`config.mk`:
```
export PLATFORM = sky130hd
export DESIGN_NAME = mem_arbiter
export DESIGN_NICKNAME = d
export VERILOG_FILES = /design/src/rtl/mem_arbiter_pkg.sv /design/src/rtl/mem_arbiter_owner_fifo.sv /design/src/rtl/mem_arbiter.sv
export SDC_FILE = /design/constraint.sdc
export NUM_CORES = 1
export LEC_CHECK = 0
export BUFFER_PORTS_ARGS = -buffer_cell sky130_fd_sc_hd__clkbuf_2
export CAP_MARGIN = 20
export CORE_AREA = 2 2 356 358
export CTS_BUF_LIST = sky130_fd_sc_hd__clkbuf_4 sky130_fd_sc_hd__clkbuf_8
export DETAILED_ROUTE_END_ITERATION = 7
export DIE_AREA = 0 0 358 360
export PLACE_DENSITY = 0.3
export REMOVE_ABC_BUFFERS = 1
export SLEW_MARGIN = 10
export SYNTH_ARGS = -nofsm -noshare
export SYNTH_HDL_FRONTEND = slang
export SYNTH_SLANG_ARGS = --single-unit
```
`constraint.sdc`:
```
create_clock -name clk -period 2 [get_ports clk]
set_input_delay 0.1 -clock clk [delete_from_list [all_inputs] [get_ports clk]]
set_output_delay 0.1 -clock clk [all_outputs]
set_load 0.005 [all_outputs]
```
`src/rtl/mem_arbiter_pkg.sv`:
```
// Shared types and constants for the main-memory arbiter.
// Latency: n/a (declarations only).
// Backpressure: n/a.
//
// Holds the memory data width, the owner IDs recorded per in-flight read
// and the grant state encoding used by mem_arbiter.
package mem_arbiter_pkg;

  localparam int MEM_DATA_BITS = 128;
  localparam int MEM_MASK_BITS = MEM_DATA_BITS / 8;

  // Owner ID stored in the read-owner FIFO for each accepted read.
  localparam logic MEM_ARB_OWNER_IC = 1'b0;
  localparam logic MEM_ARB_OWNER_DC = 1'b1;

  // Grant state; the encoding matches the owner IDs so the state doubles
  // as the owner of a read accepted in that state.
  typedef enum logic {
    GNT_IC = 1'b0,
    GNT_DC = 1'b1
  } gnt_e;

endpackage

```
`src/rtl/mem_arbiter_owner_fifo.sv`:
```
// Show-ahead FIFO of 1-bit read owners, one entry per in-flight read.
// Latency: push visible at dout_o one cycle later; pop is combinational.
// Backpressure: full_o must gate the producer; push while full is ignored.
//
// Ports: clk, rst_n (async active-low clear), push_i/din_i write side,
// pop_i/dout_o read side (dout_o is the current head), full_o, empty_o.
module mem_arbiter_owner_fifo #(
  parameter int DEPTH = 4
) (
  input  logic clk,
  input  logic rst_n,
  input  logic push_i,
  input  logic din_i,
  input  logic pop_i,
  output logic dout_o,
  output logic full_o,
  output logic empty_o
);

  localparam int AW = $clog2(DEPTH);
  localparam int PW = AW + 1;

  logic [DEPTH-1:0] mem_q;
  logic [PW-1:0]    wr_ptr_q, rd_ptr_q;
  logic             do_push, do_pop;

  // Pointers carry an extra wrap bit: equal pointers mean empty, equal
  // index with differing wrap bit means full.
  assign empty_o = (wr_ptr_q == rd_ptr_q);
  assign full_o  = (wr_ptr_q[AW] != rd_ptr_q[AW]) &&
                   (wr_ptr_q[AW-1:0] == rd_ptr_q[AW-1:0]);
  assign dout_o  = mem_q[rd_ptr_q[AW-1:0]];
  assign do_push = push_i && !full_o;
  assign do_pop  = pop_i && !empty_o;

  always_ff @(posedge clk or negedge rst_n) begin
    if (!rst_n) begin
      mem_q    <= '0;
      wr_ptr_q <= '0;
      rd_ptr_q <= '0;
    end else begin
      if (do_push) begin
        mem_q[wr_ptr_q[AW-1:0]] <= din_i;
        wr_ptr_q                <= wr_ptr_q + PW'(1);
      end
      if (do_pop) begin
        rd_ptr_q <= rd_ptr_q + PW'(1);
      end
    end
  end

endmodule

```
`src/rtl/mem_arbiter.sv`:
```
// Shares one 128-bit memory port between icache (ic_*) and dcache (dc_*).
// Latency: request and response paths are combinational; a grant switch costs 1 cycle.
// Backpressure: ready depends only on grant, downstream ready and owner-FIFO fullness.
//
// Ports: clk, reset_n (async active-low); per-cache request/response groups
// ic_mem_* and dc_mem_*; downstream mem_req_* / mem_resp_*; arb_err is a
// sticky flag for a response beat arriving with no read outstanding.
// Build option: define MEM_ARB_ROUND_ROBIN_EN for round-robin arbitration;
// otherwise DC has fixed priority over IC.
module mem_arbiter
  import mem_arbiter_pkg::*;
#(
  parameter int OUTSTANDING = 4,
  parameter int ADDR_BITS   = 28
) (
  input  logic                     clk,
  input  logic                     reset_n,
  // icache port
  input  logic                     ic_mem_req_valid,
  output logic                     ic_mem_req_ready,
  input  logic [ADDR_BITS-1:0]     ic_mem_req_addr,
  input  logic                     ic_mem_req_rw,
  input  logic                     ic_mem_req_data_valid,
  output logic                     ic_mem_req_data_ready,
  input  logic [MEM_DATA_BITS-1:0] ic_mem_req_data_bits,
  input  logic [MEM_MASK_BITS-1:0] ic_mem_req_data_mask,
  output logic                     ic_mem_resp_valid,
  output logic [MEM_DATA_BITS-1:0] ic_mem_resp_data,
  // dcache port
  input  logic                     dc_mem_req_valid,
  output logic                     dc_mem_req_ready,
  input  logic [ADDR_BITS-1:0]     dc_mem_req_addr,
  input  logic                     dc_mem_req_rw,
  input  logic                     dc_mem_req_data_valid,
  output logic                     dc_mem_req_data_ready,
  input  logic [MEM_DATA_BITS-1:0] dc_mem_req_data_bits,
  input  logic [MEM_MASK_BITS-1:0] dc_mem_req_data_mask,
  output logic                     dc_mem_resp_valid,
  output logic [MEM_DATA_BITS-1:0] dc_mem_resp_data,
  // downstream memory
  output logic                     mem_req_valid,
  input  logic                     mem_req_ready,
  output logic [ADDR_BITS-1:0]     mem_req_addr,
  output logic                     mem_req_rw,
  output logic                     mem_req_data_valid,
  input  logic                     mem_req_data_ready,
  output logic [MEM_DATA_BITS-1:0] mem_req_data_bits,
  output logic [MEM_MASK_BITS-1:0] mem_req_data_mask,
  input  logic                     mem_resp_valid,
  input  logic [MEM_DATA_BITS-1:0] mem_resp_data,
  output logic                     arb_err
);

  gnt_e state_q, state_d;
  logic arb_err_q, arb_err_d;
  logic ic_gnt, dc_gnt;
  logic ic_rd_acc, ic_wr_acc, ic_hs;
  logic dc_rd_acc, dc_wr_acc, dc_hs;
  logic push, push_owner, pop;
  logic fifo_full, fifo_empty, fifo_head;

  // ---------------- state register ----------------
  always_ff @(posedge clk or negedge reset_n) begin
    if (!reset_n) begin
      state_q   <= GNT_DC;
      arb_err_q <= 1'b0;
    end else begin
      state_q   <= state_d;
      arb_err_q <= arb_err_d;
    end
  end

  // ---------------- next-state logic ----------------
  always_comb begin
    state_d = state_q;
`ifdef MEM_ARB_ROUND_ROBIN_EN
    // Hand over after a completed handshake, or when the holder is idle.
    if (state_q == GNT_IC) begin
      if (dc_mem_req_valid && (ic_hs || !ic_mem_req_valid)) state_d = GNT_DC;
    end else begin
      if (ic_mem_req_valid && (dc_hs || !dc_mem_req_valid)) state_d = GNT_IC;
    end
`else
    // DC wins whenever it asks, unless IC is completing a handshake right now.
    if (dc_mem_req_valid && !ic_hs)                    state_d = GNT_DC;
    else if (!dc_mem_req_valid && ic_mem_req_valid)    state_d = GNT_IC;
`endif
    arb_err_d = arb_err_q || (mem_resp_valid && fifo_empty);
  end

  // ---------------- output logic ----------------
  always_comb begin
    // reset_n gating keeps every ready/valid low while reset is asserted.
    ic_gnt = reset_n && (state_q == GNT_IC);
    dc_gnt = reset_n && (state_q == GNT_DC);

    // Reads also need a free owner slot; writes need the data channel.
    ic_mem_req_ready = ic_gnt && mem_req_ready &&
                       (ic_mem_req_rw ? mem_req_data_ready : !fifo_full);
    dc_mem_req_ready = dc_gnt && mem_req_ready &&
                       (dc_mem_req_rw ? mem_req_data_ready : !fifo_full);
    ic_mem_req_data_ready = ic_gnt && mem_req_ready && mem_req_data_ready;
    dc_mem_req_data_ready = dc_gnt && mem_req_ready && mem_req_data_ready;

    mem_req_valid      = (ic_gnt && ic_mem_req_valid) || (dc_gnt && dc_mem_req_valid);
    mem_req_data_valid = (ic_gnt && ic_mem_req_data_valid) ||
                         (dc_gnt && dc_mem_req_data_valid);
    if (state_q == GNT_IC) begin
      mem_req_addr      = ic_mem_req_addr;
      mem_req_rw        = ic_mem_req_rw;
      mem_req_data_bits = ic_mem_req_data_bits;
      mem_req_data_mask = ic_mem_req_data_mask;
    end else begin
      mem_req_addr      = dc_mem_req_addr;
      mem_req_rw        = dc_mem_req_rw;
      mem_req_data_bits = dc_mem_req_data_bits;
      mem_req_data_mask = dc_mem_req_data_mask;
    end

    // A beat is steered only to the owner at the FIFO head.
    ic_mem_resp_valid = reset_n && pop && (fifo_head == MEM_ARB_OWNER_IC);
    dc_mem_resp_valid = reset_n && pop && (fifo_head == MEM_ARB_OWNER_DC);
    ic_mem_resp_data  = mem_resp_data;
    dc_mem_resp_data  = mem_resp_data;
    arb_err           = arb_err_q;
  end

  // ---------------- handshakes and owner tracking ----------------
  assign ic_rd_acc = ic_mem_req_valid && ic_mem_req_ready && !ic_mem_req_rw;
  assign ic_wr_acc = ic_mem_req_valid && ic_mem_req_ready && ic_mem_req_rw &&
                     ic_mem_req_data_valid;
  assign ic_hs     = ic_rd_acc || ic_wr_acc;
  assign dc_rd_acc = dc_mem_req_valid && dc_mem_req_ready && !dc_mem_req_rw;
  assign dc_wr_acc = dc_mem_req_valid && dc_mem_req_ready && dc_mem_req_rw &&
                     dc_mem_req_data_valid;
  assign dc_hs     = dc_rd_acc || dc_wr_acc;

  assign push       = ic_rd_acc || dc_rd_acc;
  assign push_owner = dc_rd_acc ? MEM_ARB_OWNER_DC : MEM_ARB_OWNER_IC;
  assign pop        = mem_resp_valid && !fifo_empty;

  mem_arbiter_owner_fifo #(
    .DEPTH (OUTSTANDING)
  ) u_owner_fifo (
    .clk     (clk),
    .rst_n   (reset_n),
    .push_i  (push),
    .din_i   (push_owner),
    .pop_i   (pop),
    .dout_o  (fifo_head),
    .full_o  (fifo_full),
    .empty_o (fifo_empty)
  );

endmodule
```
# Word level (Yosys, flattened, before mapping)
# Cells that the tools add are included.
# W data, S select, Z words.
totals:
  n_memories: 0
  word_cells: 70
  in_bits: 483
  latch_bits: 0
  ff_bits: 12
  romBits: 0
  out_inout_bits: 438
  mem_bits_rw: 0
classes:
  shifts: 0
  n_eq_ne: 3
  div_mod_pow: 0
  order_cmp: 3
  n_mux: 14
  n_bitwise: 2
  add_sub_neg: 2
  multipliers: 0
  n_reduce_logical: 41
op_table:
  columns: ["cell", "n"]
  rows:
  - ["$mux W128", 1]
  - ["$logic_and A1 B1 Y1", 29]
  - ["$mux W28", 1]
  - ["$mux W16", 1]
  - ["$mux W1", 8]
  - ["$add A3 B1 Y3 const B", 2]
  - ["$logic_not A1 Y1", 6]
  - ["$lt A2 B3 Y1 const B", 2]
  - ["$logic_or A1 B1 Y1", 5]
  - ["$bwmux W4", 1]
  - ["$eq A3 B3 Y1", 1]
  - ["$bmux W1 S2", 1]
  - ["$demux W1 S2", 1]
  - ["$eq A2 B2 Y1", 1]
  - ["$ge A2 B1 Y1 const B", 1]
  - ["$not A1 Y1", 2]
  - ["$reduce_bool A2 Y1", 1]
  - ["$ne A1 B1 Y1", 1]

# Longest topological paths before layout
# Gate-level depths: netlist (run 1).
logic_depth:
  word_depth: 12
  ltp_mapped: 5

# Cells and area by module
# From an unflattened synthesis (run 1), not the netlist that was laid out.
unflattened:
  cells_unflattened: 534
  area_unflattened_um2: 5278.8
by_module_without_submodules:
  columns: ["module", "cells_each", "area_per_inst_um2", "instances"]
  rows:
  - ["mem_arbiter", 479, 4658.2, 1]
  - ["mem_arbiter_owner_fifo", 55, 620.6, 1]

# Worst setup path before layout (run 1)
# OpenSTA, ideal clock, no wires.
synth_timing:
  kind: "register to register"
  from: "register state_q"
  to: "register u_owner_fifo.wr_ptr_q[1]"
  stages_incl_launch_ff: 6
  synth_period_minus_slack_ps: 1568
  setup_ps: 125
  arrival_time_ps: 1442
  setup_slack_ps: 432
  n_path_buf: 1
  path_cell_list: "dfstp_2 buf_2 nand3_2 nor3b_4 o21ai_2 mux2_4"
synth_via:
  elab_chain_len: 8
synth_lines:
  columns: ["item", "line", "text"]
  rows:
  - ["start: declaration", "mem_arbiter.sv:54", "gnt_e state_q, state_d;"]
  - ["start signal: assignment", "mem_arbiter.sv:68", "state_q <= state_d;"]
  - ["$not A1 Y1", null, null]
  - ["$logic_and A1 B1 Y1", "mem_arbiter.sv:94", "ic_gnt = reset_n && (state_q == GNT_IC);"]
  - ["$logic_and A1 B1 Y1 (2 in series)", "mem_arbiter.sv:98", "ic_mem_req_ready = ic_gnt && mem_req_ready &&"]
  - ["$logic_and A1 B1 Y1 (2 in series)", "mem_arbiter.sv:129", "assign ic_rd_acc = ic_mem_req_valid && ic_mem_req_ready && !ic_mem_req_rw;"]
  - ["$logic_or A1 B1 Y1 (*)", "mem_arbiter.sv:138", "assign push = ic_rd_acc || dc_rd_acc;"]
  - ["$logic_and A1 B1 Y1 (*)", "mem_arbiter_owner_fifo.sv:33", "assign do_push = push_i && !full_o;"]
  - ["end signal: assignment", "mem_arbiter_owner_fifo.sv:44", "wr_ptr_q <= wr_ptr_q + PW'(1);"]
  - ["end: declaration", "mem_arbiter_owner_fifo.sv:24", "logic [PW-1:0] wr_ptr_q, rd_ptr_q;"]
# Mark *: on every way between the ends. The rest lies on a longest branch, timed or not.
# A chain may end at the register's enable or synchronous reset.

# Final worst setup path (run 1)
layout_timing:
  from: "register state_q"
  to: "output port mem_req_data_bits[107]"
layout_via:
  elab_chain_len: 1
layout_lines:
  columns: ["item", "line", "text"]
  rows:
  - ["$mux W128", "mem_arbiter.sv:108", "if (state_q == GNT_IC) begin"]
  - ["end: declaration", "mem_arbiter.sv:47", "output logic [MEM_DATA_BITS-1:0] mem_req_data_bits,"]
# Every way passes these cells.

==> impl_metrics.ini, run 1 <==
[synth]
yosys.area.top_type = mux2_2
postSynthCellCount = 517
synth_top_area_share = 0.411
synth_seq_cells = 12
synth_area_per_cell_um2 = 9.23
seq_area_frac_synth = 0.0632
ys_warn_count = 0
ys_types = 35
ys_top_cells_by_area = mux2_2 41%, buf_4 40%, dfrtp_1 5.8%, buf_2 2.0%, ha_1 1.3%
synth_area_um2 = 4770

[cells_and_area]
regArea_um2 = 305
drive_above_1_share = 0.933
final_core_util = 0.0692
multiInputGateArea_um2 = 2670
area_growth_syn_to_layout_pct = 81.0
fill_cells = 14800
postLayoutCellArea_um2 = 8640
num-nets-final = 1299

[global_route]
antenna_found_initial = 21
grt_max_degree = 51
grt_pass1_wl_um = 123000
grt-ovfl-total = 0
track_usage = 0.161
grt_pass1_vias = 5980

[sta]
layout_setup_ws_ns = -0.00936
fmax_ghz = 0.498
fin_tns_setup_ns = -0.0161
rsz0062_at_grt = yes
finalHoldViolations = 0
tightest_slew_ns = 0.282
relSlewSlack = 0.811
report.final.slew_viol_count = 0
skew_ns = 0.00315
finalSetupViolCount = 5
min_period_ns = 2.01
fin_crit_sh = 1.00

[power]
ir_drop_mv = 0.249
power_frac_clock = 0.069
power.net_switching_uw = 1870
p_leak_uw = 0.00396
power.internal_uw = 2090
seqPwrFrac = 0.119
pwr-share-comb = 0.813
sw_frac_of_total = 0.472
p_per_area_nw_per_um2 = 458

[worst_setup_path]
cp_slowest_cell = dfstp_4
critPathKind = reg -> out
cp.arrival_ns = 1.91
crit_chain = buf_12, buf_16, mux2_2, clkbuf_2
start_kind = register
cp_max_fo = 23
worstSetupEndpointType = output pin
max_stage_delay_ns = 0.63
crit_family = flip-flops
required_ns = 1.90
crit_buf_inv = 3

[die]
die-area_um2 = 129000
fp.coreArea_um2 = 125000
die_x_um = 358
initial_core_util = 0.0382
ios = 921
placementRows = 130
die_h_um = 360

[cts]
clockRootBuffer = clkbuf_8
clk_pin_slew_worst_paths_ns = 0.06
tritoncts = yes
insertion_delay_ns = 0.24
htree_levels = 1
clk_path_buf_depth = 2
cts-buffers-inserted = 3
cts_sinks = 12

[job]
drv_cap = 0

[routing]
routed_via_density = 2.49
drt_iter0_drc = 420
routedWlPerCell_um = 44.1
drt-total-wl_um = 109000
vias = 6128
dr.pass1.iters = 5
ant_nets = 0
drc = 0

[outcome]
violations = negative setup slack
status = finished, violations left

[placement]
gp_congestion = 0.802
dp_hpwl_um = 96500
place_area_um2 = 7770
numPortBuffers = 536

[worst_hold_path]
hp-class = in -> reg
path summary, 6_finish.rpt:
path / from / to / slack, ns / cells past startpoint
setup / recovery: state_q$_DFFE_PN1P_ / mem_req_data_bits[107] / -0.009 / 4
hold / removal: mem_resp_valid / arb_err$_DFF_PN0_ / 0.14 / 2
setup reg to reg: state_q$_DFFE_PN1P_ / u_owner_fifo.wr_ptr_q[2]$_DFFE_PN0P_ / 0.27 / 6
hold reg to reg: u_owner_fifo.mem_q[2]$_DFFE_PN0P_ / u_owner_fifo.mem_q[2]$_DFFE_PN0P_ / 0.50 / 1
max in group asynchronous: reset_n / state_q$_DFFE_PN1P_ / 1.17 / 3
min in group asynchronous: reset_n / u_owner_fifo.rd_ptr_q[2]$_DFFE_PN0P_ / 0.59 / 3
metrics by stage:
step	worst slack, ns	hold WS, ns	power, µW	cells
floorplan	-1.76	-0.196	1550	240
global placement	0.0947	0.202	3440	2442
detailed placement	0.0733	0.202	3410	2442
CTS	-0.0785	0.137	3920	2455
global route	-0.0553	0.159	4230	2461
finish	-0.00936	0.139	3960	2463
metal layers:
| layer | track usage | routed length [µm] | vias to the layer above |
|---|---|---|---|
| met5 | 0.0981 | 1820 | - |
| met1 | 0.175 | 41500 | 2761 |
| met3 | 0.165 | 23400 | 103 |
| met4 | 0.0151 | 1050 | 58 |
| met2 | 0.213 | 40700 | 1114 |
| li1 | - | - | 2092 |
area by class of cell:
class | instances | area share
tap | 1650 | 0.239
antenna | 3 | 0.000869
multi-input combinational | 224 | 0.309
timing repair buffer | 566 | 0.407
sequential | 12 | 0.0353
clock buffer | 4 | 0.00637
inverter | 4 | 0.00174
flip-flops by register name, summed over array words and instances, names as in the netlist:
name	flops
u_owner_fifo.mem_q	4
u_owner_fifo.rd_ptr_q	3
u_owner_fifo.wr_ptr_q	3
arb_err	1
state_q	1
Yosys cell counts, drive strengths merged:
cell,count
a31oi,1
mux2i,2
nor2,5
mux4,1
nor3,1
o211ai,1
nand3b,1
a2111oi,1
a32o,4
a211oi,1
nand4b,1
clkbuf,1
dfstp,1
ha,5
inv,4
o21ai,1
dfrtp,11
a21oi,1
nor3b,1
buf,276
nor2b,3
o22ai,1
xor2,1
nand2,3
nand3,6
and3,1
xnor2,6
a41o,1
mux2,175
placed cells by master, fill, tap and decap left out, drive strengths merged:
| master | netlist | layout |
|---|---|---|
| a211oi | 1 | 1 |
| nand2 | 3 | 3 |
| a41o | 1 | 1 |
| nand3b | 1 | 1 |
| mux2i | 2 | 2 |
| dfstp | 1 | 1 |
| a32o | 4 | 4 |
| nand3 | 6 | 6 |
| dfrtp | 11 | 11 |
| diode | 0 | 3 |
| mux2 | 175 | 175 |
| a31oi | 1 | 1 |
| o21ai | 1 | 1 |
| mux4 | 1 | 1 |
| ha | 5 | 5 |
| nor2 | 5 | 5 |
| o211ai | 1 | 1 |
| xnor2 | 6 | 6 |
| nor2b | 3 | 3 |
| a2111oi | 1 | 1 |
| and3 | 1 | 1 |
| nor3b | 1 | 1 |
| dlygate4sd3 | 0 | 1 |
| buf | 276 | 69 |
| clkbuf | 1 | 500 |
| inv | 4 | 4 |
| o22ai | 1 | 1 |
| nor3 | 1 | 1 |
| a21oi | 1 | 1 |
| xor2 | 1 | 1 |
| nand4b | 1 | 1 |
kinds of logic after synthesis:
group,share of synthesized area
adders and majority gates,0.0131
and+or+nand+nor,0.0296
DFF,0.0632
xor gates and xnor gates,0.0160
AOI/OAI and AO/OA,0.0265
muxes,0.423
buffers and inverters,0.429
what timing repair did:
item                                    CTS  global route
resized for setup                        86            87
hold endpoints to repair                 11             0
cloned                                    3             5
endpoints found under the setup margin  114            80
buffers inserted                          5             0
hold buffers                              1             0
power by group through the flow:
stage	Sequential, µW	Combinational (µW)	Clock, µW
5_1_grt	482	3450	295
3_3_place_gp	481	2950	0
3_5_place_dp	477	2930	0
4_1_cts	470	3160	285
6_report	469	3220	271
2_1_floorplan	549	1000	0
Power figures use the tool's default switching activity.
==> inputs of run 2 (changes only) <==
--- a/config.mk
+++ b/config.mk
@@ -5,13 +5,16 @@
 export SDC_FILE = /design/constraint.sdc
 export NUM_CORES = 1
 export LEC_CHECK = 0
+export ABC_AREA = 1
 export BUFFER_PORTS_ARGS = -buffer_cell sky130_fd_sc_hd__clkbuf_2
 export CAP_MARGIN = 20
-export CORE_AREA = 2 2 356 358
+export CELL_PAD_IN_SITES_DETAIL_PLACEMENT = 2
+export CELL_PAD_IN_SITES_GLOBAL_PLACEMENT = 2
+export CORE_AREA = 2 2 357 359
 export CTS_BUF_LIST = sky130_fd_sc_hd__clkbuf_4 sky130_fd_sc_hd__clkbuf_8
 export DETAILED_ROUTE_END_ITERATION = 7
-export DIE_AREA = 0 0 358 360
-export PLACE_DENSITY = 0.3
+export DIE_AREA = 0 0 359 361
+export PLACE_DENSITY = 0.42
 export REMOVE_ABC_BUFFERS = 1
 export SLEW_MARGIN = 10
 export SYNTH_ARGS = -nofsm -noshare
==> run 2 against run 1 <==
  * The flow still finishes with violations (negative setup slack)
  * Clock power rose by 4%
  * Worst hold slack got worse by 0.018 ns
  * Die area rose by 0.56%
  * Maximum frequency rose by 0.24%
  * Synthesized cell count rose by 77%
  * Critical endpoint is now mem_req_data_bits[6]
  * Largest power group unchanged
==> impl_metrics.ini, run 2 <==
[outcome]
status = finished, violations left
violations = negative setup slack

[global_route]
track_usage = 0.205
grt-ovfl-total = 0
grt_max_degree = 51
grt_pass1_wl_um = 157000
grt_pass1_vias = 7986
antenna_found_initial = 7

[sta]
finalSetupViolCount = 3
report.final.slew_viol_count = 0
fin_tns_setup_ns = -0.0134
tightest_slew_ns = 0.344
relSlewSlack = 0.771
holdWs_ns = 0.122
fmax_ghz = 0.499
layout_setup_ws_ns = -0.00454
rsz0062_at_grt = yes
skew_ns = 0.00472
finalHoldViolations = 0
fin_crit_sh = 1.00
min_period_ns = 2.00

[power]
ir_drop_mv = 0.159
sw_frac_of_total = 0.583
power_frac_clock = 0.081
p_per_area_nw_per_um2 = 429
pwr-share-comb = 0.801
power.net_switching_uw = 2030
p_leak_uw = 0.00446
seqPwrFrac = 0.118
power.internal_uw = 1450

[synth]
synth_edf_count = 0
synth.most_common_cell = nand2_1
ys_top_cells_by_area = nand2_1 42%, buf_4 40%, dfrtp_1 5.7%, buf_2 1.4%, clkbuf_1 1.4%
synthArstFlopShare = 1.00
ys_types = 27
yosys.area.top_type = nand2_1
synth_area_um2 = 4840
synthFlopType = dfrtp_1
ys_top_cells_by_count = 547 x nand2_1, 256 x buf_4, 18 x clkbuf_1, 16 x inv_1, 14 x buf_2
seq_area_frac_synth = 0.0623
postSynthCellCount = 916
synth_top_area_share = 0.424
ys_warn_count = 0
synth_area_per_cell_um2 = 5.29
synth_seq_cells = 12

[cells_and_area]
largest_reg_flops = 4
top_register = u_owner_fifo.mem_q
final_cell_mix = 529 x clkbuf_2, 526 x nand2_1, 20 x buf_4
num-nets-final = 1680
postLayoutCellArea_um2 = 8110
drive_above_1_share = 0.505
final_common_cell = clkbuf_2
largestRegisters = u_owner_fifo.mem_q x4, u_owner_fifo.rd_ptr_q x3, u_owner_fifo.wr_ptr_q x3
final_core_util = 0.0646
area_growth_syn_to_layout_pct = 67.4

[placement]
place_area_um2 = 7720
gp_congestion = 0.870
dp_hpwl_um = 127000
numPortBuffers = 536
pre_cts_slack_ns = 0.0661

[cts]
cts-buffers-inserted = 3
htree_levels = 1
tritoncts = yes
clk_pin_slew_worst_paths_ns = 0.06
insertion_delay_ns = 0.25
cts_sinks = 12
clk_path_buf_depth = 2
clockRootBuffer = clkbuf_8

[worst_setup_path]
r2r_cells = 8
worstSetupEndpointType = output pin
critPathKind = reg -> out
cp_max_fo = 50
cp.arrival_ns = 1.90
start_kind = register
required_ns = 1.90

[routing]
routedWlPerCell_um = 48.4
drc = 0
drt-total-wl_um = 138000
routed_via_density = 2.73
ant_nets = 0
drt_iter0_drc = 580
dr.pass1.iters = 4
vias = 7775

[die]
initial_core_util = 0.0386
die_x_um = 359
die_h_um = 361
placementRows = 130
fp.coreArea_um2 = 125000
ios = 921
die-area_um2 = 130000

[worst_hold_path]
holdPathStages = 3
hp-class = in -> reg

[job]
drv_cap = 0
run 2: worst max-delay path, cell delays in order (launching register included):
cell and delay [ns]:
dfstp_4 0.47, buf_4 0.16, inv_12 0.12, buf_16 0.23
nand2_1 0.17, nand2_1 0.14, clkbuf_2 0.23
run 2: power by group through the flow:
| stage | sequential (µW) | clock (µW) | combinational, µW |
|---|---|---|---|
| after floorplan | 444 | 0 | 817 |
| after global placement | 423 | 0 | 2710 |
| after detailed placement | 423 | 0 | 2710 |
| after CTS | 414 | 294 | 2870 |
| after global routing | 427 | 299 | 3050 |
| final | 410 | 281 | 2790 |
run 2: routing by layer:
layer  vias to the layer above  wire length [µm]  track usage
met5                         -              2730        0.134
met4                        32              6850       0.0698
met3                       101             30500        0.220
met2                      1205             60700        0.333
met1                      3396             36800        0.150
li1                       3041                 -            -
run 2: stage by stage:
| stage | std cells | power, µW |
|---|---|---|
| 6_report | 2845 | 3480 |
| 4_1_cts | 2841 | 3580 |
| 3_5_place_dp | 2830 | 3130 |
| 5_1_grt | 2841 | 3770 |
| 3_3_place_gp | 2830 | 3130 |
| 2_1_floorplan | 620 | 1260 |
run 2: path summary, 6_finish.rpt:
path	endpoint	from	slack [ns]
worst max-delay path	mem_req_data_bits[6]	state_q$_DFFE_PN1P_	-0.005
worst min-delay path	arb_err$_DFF_PN0_	mem_resp_valid	0.12
worst max register to register	u_owner_fifo.wr_ptr_q[2]$_DFFE_PN0P_	state_q$_DFFE_PN1P_	0.23
worst min register to register	u_owner_fifo.mem_q[1]$_DFFE_PN0P_	u_owner_fifo.mem_q[1]$_DFFE_PN0P_	0.48
max in group asynchronous	state_q$_DFFE_PN1P_	reset_n	1.24
min in group asynchronous	u_owner_fifo.wr_ptr_q[1]$_DFFE_PN0P_	reset_n	0.52
run 2: cell type report:
class | instances | area, µm²
Fill cell | 15300 | 117000
Timing Repair Buffer | 567 | 3140
Multi-Input combinational cell | 591 | 2450
Tap cell | 1650 | 2060
Sequential cell | 12 | 305
Inverter | 17 | 76.3
Clock buffer | 4 | 55.1
Antenna cell | 4 | 10.0
run 2: kinds of logic (layout without fill, tap and decap cells):
family | Yosys count | after routing | synth area share
AND/OR/NAND/NOR | 571 | 571 | 0.454
flip-flops | 12 | 12 | 0.0623
adder cells (fa/ha/maj) | 5 | 5 | 0.0129
buffers and inverters | 313 | 588 | 0.448
AO/OA/AOI/OAI | 12 | 12 | 0.0160
XOR/XNOR | 3 | 3 | 0.00698
other | 0 | 4 | 0
run 2: timing repair:
action | 4_1_cts | 5_1_grt
pin swaps | 0 | 1
gates resized for setup | 40 | 11
hold buffers | 1 | 0
endpoints found under the setup margin | 53 | 11
cloned | 3 | 0
setup buffers | 3 | 0
endpoints found under the hold margin | 11 | 0
==> inputs of run 3 (changes only) <==
--- a/config.mk
+++ b/config.mk
@@ -6,7 +6,7 @@
 export NUM_CORES = 1
 export LEC_CHECK = 0
 export ABC_AREA = 1
-export BUFFER_PORTS_ARGS = -buffer_cell sky130_fd_sc_hd__clkbuf_2
+export BUFFER_PORTS_ARGS = -buffer_cell sky130_fd_sc_hd__buf_2
 export CAP_MARGIN = 20
 export CELL_PAD_IN_SITES_DETAIL_PLACEMENT = 2
 export CELL_PAD_IN_SITES_GLOBAL_PLACEMENT = 2
==> run 3 against run 2 <==
  * Critical path depth down 1
  * Worst hold slack improved by 0.021 ns
  * Total power increased by 0.87%
  * Highest routed layer unchanged
  * Via count up 3.3%
  * Sequential power rose by 2%
  * Largest power group unchanged
  * The run now ends clean
==> impl_metrics.ini, run 3 (same netlist as run 2, synthesis figures left out) <==
[worst_setup_path]
max_stage_delay_ns = 0.68
crit-reg2reg-capture = u_owner_fifo.wr_ptr_q[2]$_DFFE_PN0P_
worstSetupEndpointType = output pin
critPathKind = reg -> out
crit_buf_inv = 3
required_ns = 1.90
r2r_cells = 8
crit_family = buffers and inverters
cp.depth = 5
reg2reg_from = state_q$_DFFE_PN1P_
start_kind = register
crit_chain = buf_12, bufbuf_16, nand2_1, nand2_1, buf_2
rrSetupSlack_ns = 0.22
cp_common_cell = nand2_1
cp.arrival_ns = 1.89
cp_max_fo = 24
cp_slowest_cell = dfstp_4

[global_route]
grt-ovfl-total = 0
track_usage = 0.207
grt_max_degree = 41
grt_pass1_vias = 7818
antenna_found_initial = 17
grt_pass1_wl_um = 159000

[sta]
fin_crit_sh = 0.994
min_period_ns = 1.99
tightest_slew_ns = 0.369
finalHoldViolations = 0
fmax_ghz = 0.503
report.final.slew_viol_count = 0
relSlewSlack = 0.753
finalSetupViolCount = 0
layout_setup_ws_ns = 0.0119
skew_ns = 0.00377
rsz0062_at_grt = yes

[power]
power_frac_clock = 0.078
sw_frac_of_total = 0.577
seqPwrFrac = 0.120
p_per_area_nw_per_um2 = 430
p_leak_uw = 0.00439
power.internal_uw = 1480
power.net_switching_uw = 2020
pwr-share-comb = 0.802
ir_drop_mv = 0.185

[cells_and_area]
largestRegisters = u_owner_fifo.mem_q x4, u_owner_fifo.rd_ptr_q x3, u_owner_fifo.wr_ptr_q x3
multiInputGateArea_um2 = 2490
num-nets-final = 1677
top_register = u_owner_fifo.mem_q
final_common_cell = buf_2
drive_above_1_share = 0.518
regArea_um2 = 305
fill_cells = 15300
area_growth_syn_to_layout_pct = 68.7
final_cell_mix = 516 x buf_2, 509 x nand2_1, 35 x nand2_2
largest_reg_flops = 4
postLayoutCellArea_um2 = 8170

[die]
placementRows = 130
die_x_um = 359
die-area_um2 = 130000
ios = 921
initial_core_util = 0.0386
die_h_um = 361
fp.coreArea_um2 = 125000

[outcome]
status = completed

[worst_hold_path]
holdPathStages = 3
min-delay-start = mem_resp_valid
min_to = arb_err$_DFF_PN0_
hp-class = in -> reg

[cts]
htree_levels = 1
clockRootBuffer = clkbuf_8
tritoncts = yes
insertion_delay_ns = 0.24
cts_sinks = 12
cts-buffers-inserted = 3
clk_pin_slew_worst_paths_ns = 0.06
clk_path_buf_depth = 2

[placement]
gp_congestion = 0.884
place_area_um2 = 7730
dp_hpwl_um = 128000
pre_cts_slack_ns = 0.00491
numPortBuffers = 536

[routing]
ant_nets = 0
dr.pass1.iters = 5
vias = 8033
drc = 0
routedWlPerCell_um = 49.0
drt-total-wl_um = 139000
routed_via_density = 2.83
drt_iter0_drc = 630

[job]
drv_cap = 0
-- run 3: changes by cell type in the layout (fill, tap and decap cells not counted) --
cell / previous run / this run
clkbuf_2: 529 / 0
buf_2: 0 / 516
nand2_2: 17 / 35
nand2_1: 526 / 509
clkbuf_4: 2 / 9
buf_4: 20 / 23
clkbuf_8: 7 / 4
buf_6: 2 / 4
bufbuf_16: 1 / 3
buf_16: 6 / 5
inv_12: 1 / 0
inv_8: 0 / 1
nand2_4: 5 / 4
-- run 3: layout make-up --
type | count | share of cell area
repair buffers | 564 | 0.389
multi-input cells | 591 | 0.305
well taps | 1650 | 0.253
flip-flops and latches | 12 | 0.0374
inverters | 17 | 0.00873
clock buffers | 4 | 0.00674
diodes | 4 | 0.00123
-- run 3: per-layer routing --
layer / part of all wire / up-vias / GRT usage
met1: 0.28 / 3532 / 0.160
met4: 0.047 / 35 / 0.0766
li1: - / 3031 / -
met3: 0.22 / 135 / 0.215
met2: 0.44 / 1300 / 0.330
met5: 0.017 / - / 0.127
-- run 3: worst reg2reg max path: stages (launching register included) --
cell	delay [ns]
dfstp_4	0.68
buf_4	0.15
nand3_2	0.07
a21oi_2	0.14
nand4_2	0.17
nand2_2	0.24
nand2_1	0.11
nand2_1	0.07
nand2_1	0.05
-- run 3: metrics by stage --
stage                     total power (µW)  TNS, ns    util  std cells  hold slack, ns
after floorplan                       1260  -341.40       -        620          -0.196
after detailed placement              3130        0  0.0616       2827           0.170
after CTS                             3560  -0.0121  0.0643       2838           0.139
after global placement                3140        0  0.0616       2827           0.171
final                                 3510        0  0.0651       2842           0.143
after global routing                  3780   -0.314  0.0650       2838           0.149
-- run 3: power groups by stage --
stage	Sequential, µW	Combinational [µW]	Clock [µW]
final	420	2820	274
after global routing	432	3050	296
after CTS	421	2860	281
after detailed placement	425	2710	0
after global placement	421	2710	0
after floorplan	444	817	0
-- run 3: worst max path at each step --
| stage | start | endpoint | slack (ns) |
|---|---|---|---|
| 5_1_grt | state_q$_DFFE_PN1P_ | mem_req_data_bits[84] | -0.05 |
| 3_5_place_dp | state_q$_DFFE_PN1P_ | mem_req_data_bits[39] | 0.005 |
| 2_1_floorplan | state_q$_DFFE_PN1P_ | u_owner_fifo.wr_ptr_q[1]$_DFFE_PN0P_ | -2.26 |
| 4_1_cts | state_q$_DFFE_PN1P_ | mem_req_data_bits[98] | -0.008 |
| 3_3_place_gp | state_q$_DFFE_PN1P_ | mem_req_data_bits[39] | 0.02 |
| 6_report | state_q$_DFFE_PN1P_ | mem_req_data_bits[7] | 0.01 |
-- run 3: what timing repair did --
action,CTS,global route
hold buffers,1,0
cloned,4,0
endpoints found under the hold margin,12,0
buffers inserted,2,0
resized for setup,42,38
setup endpoints to repair,90,47
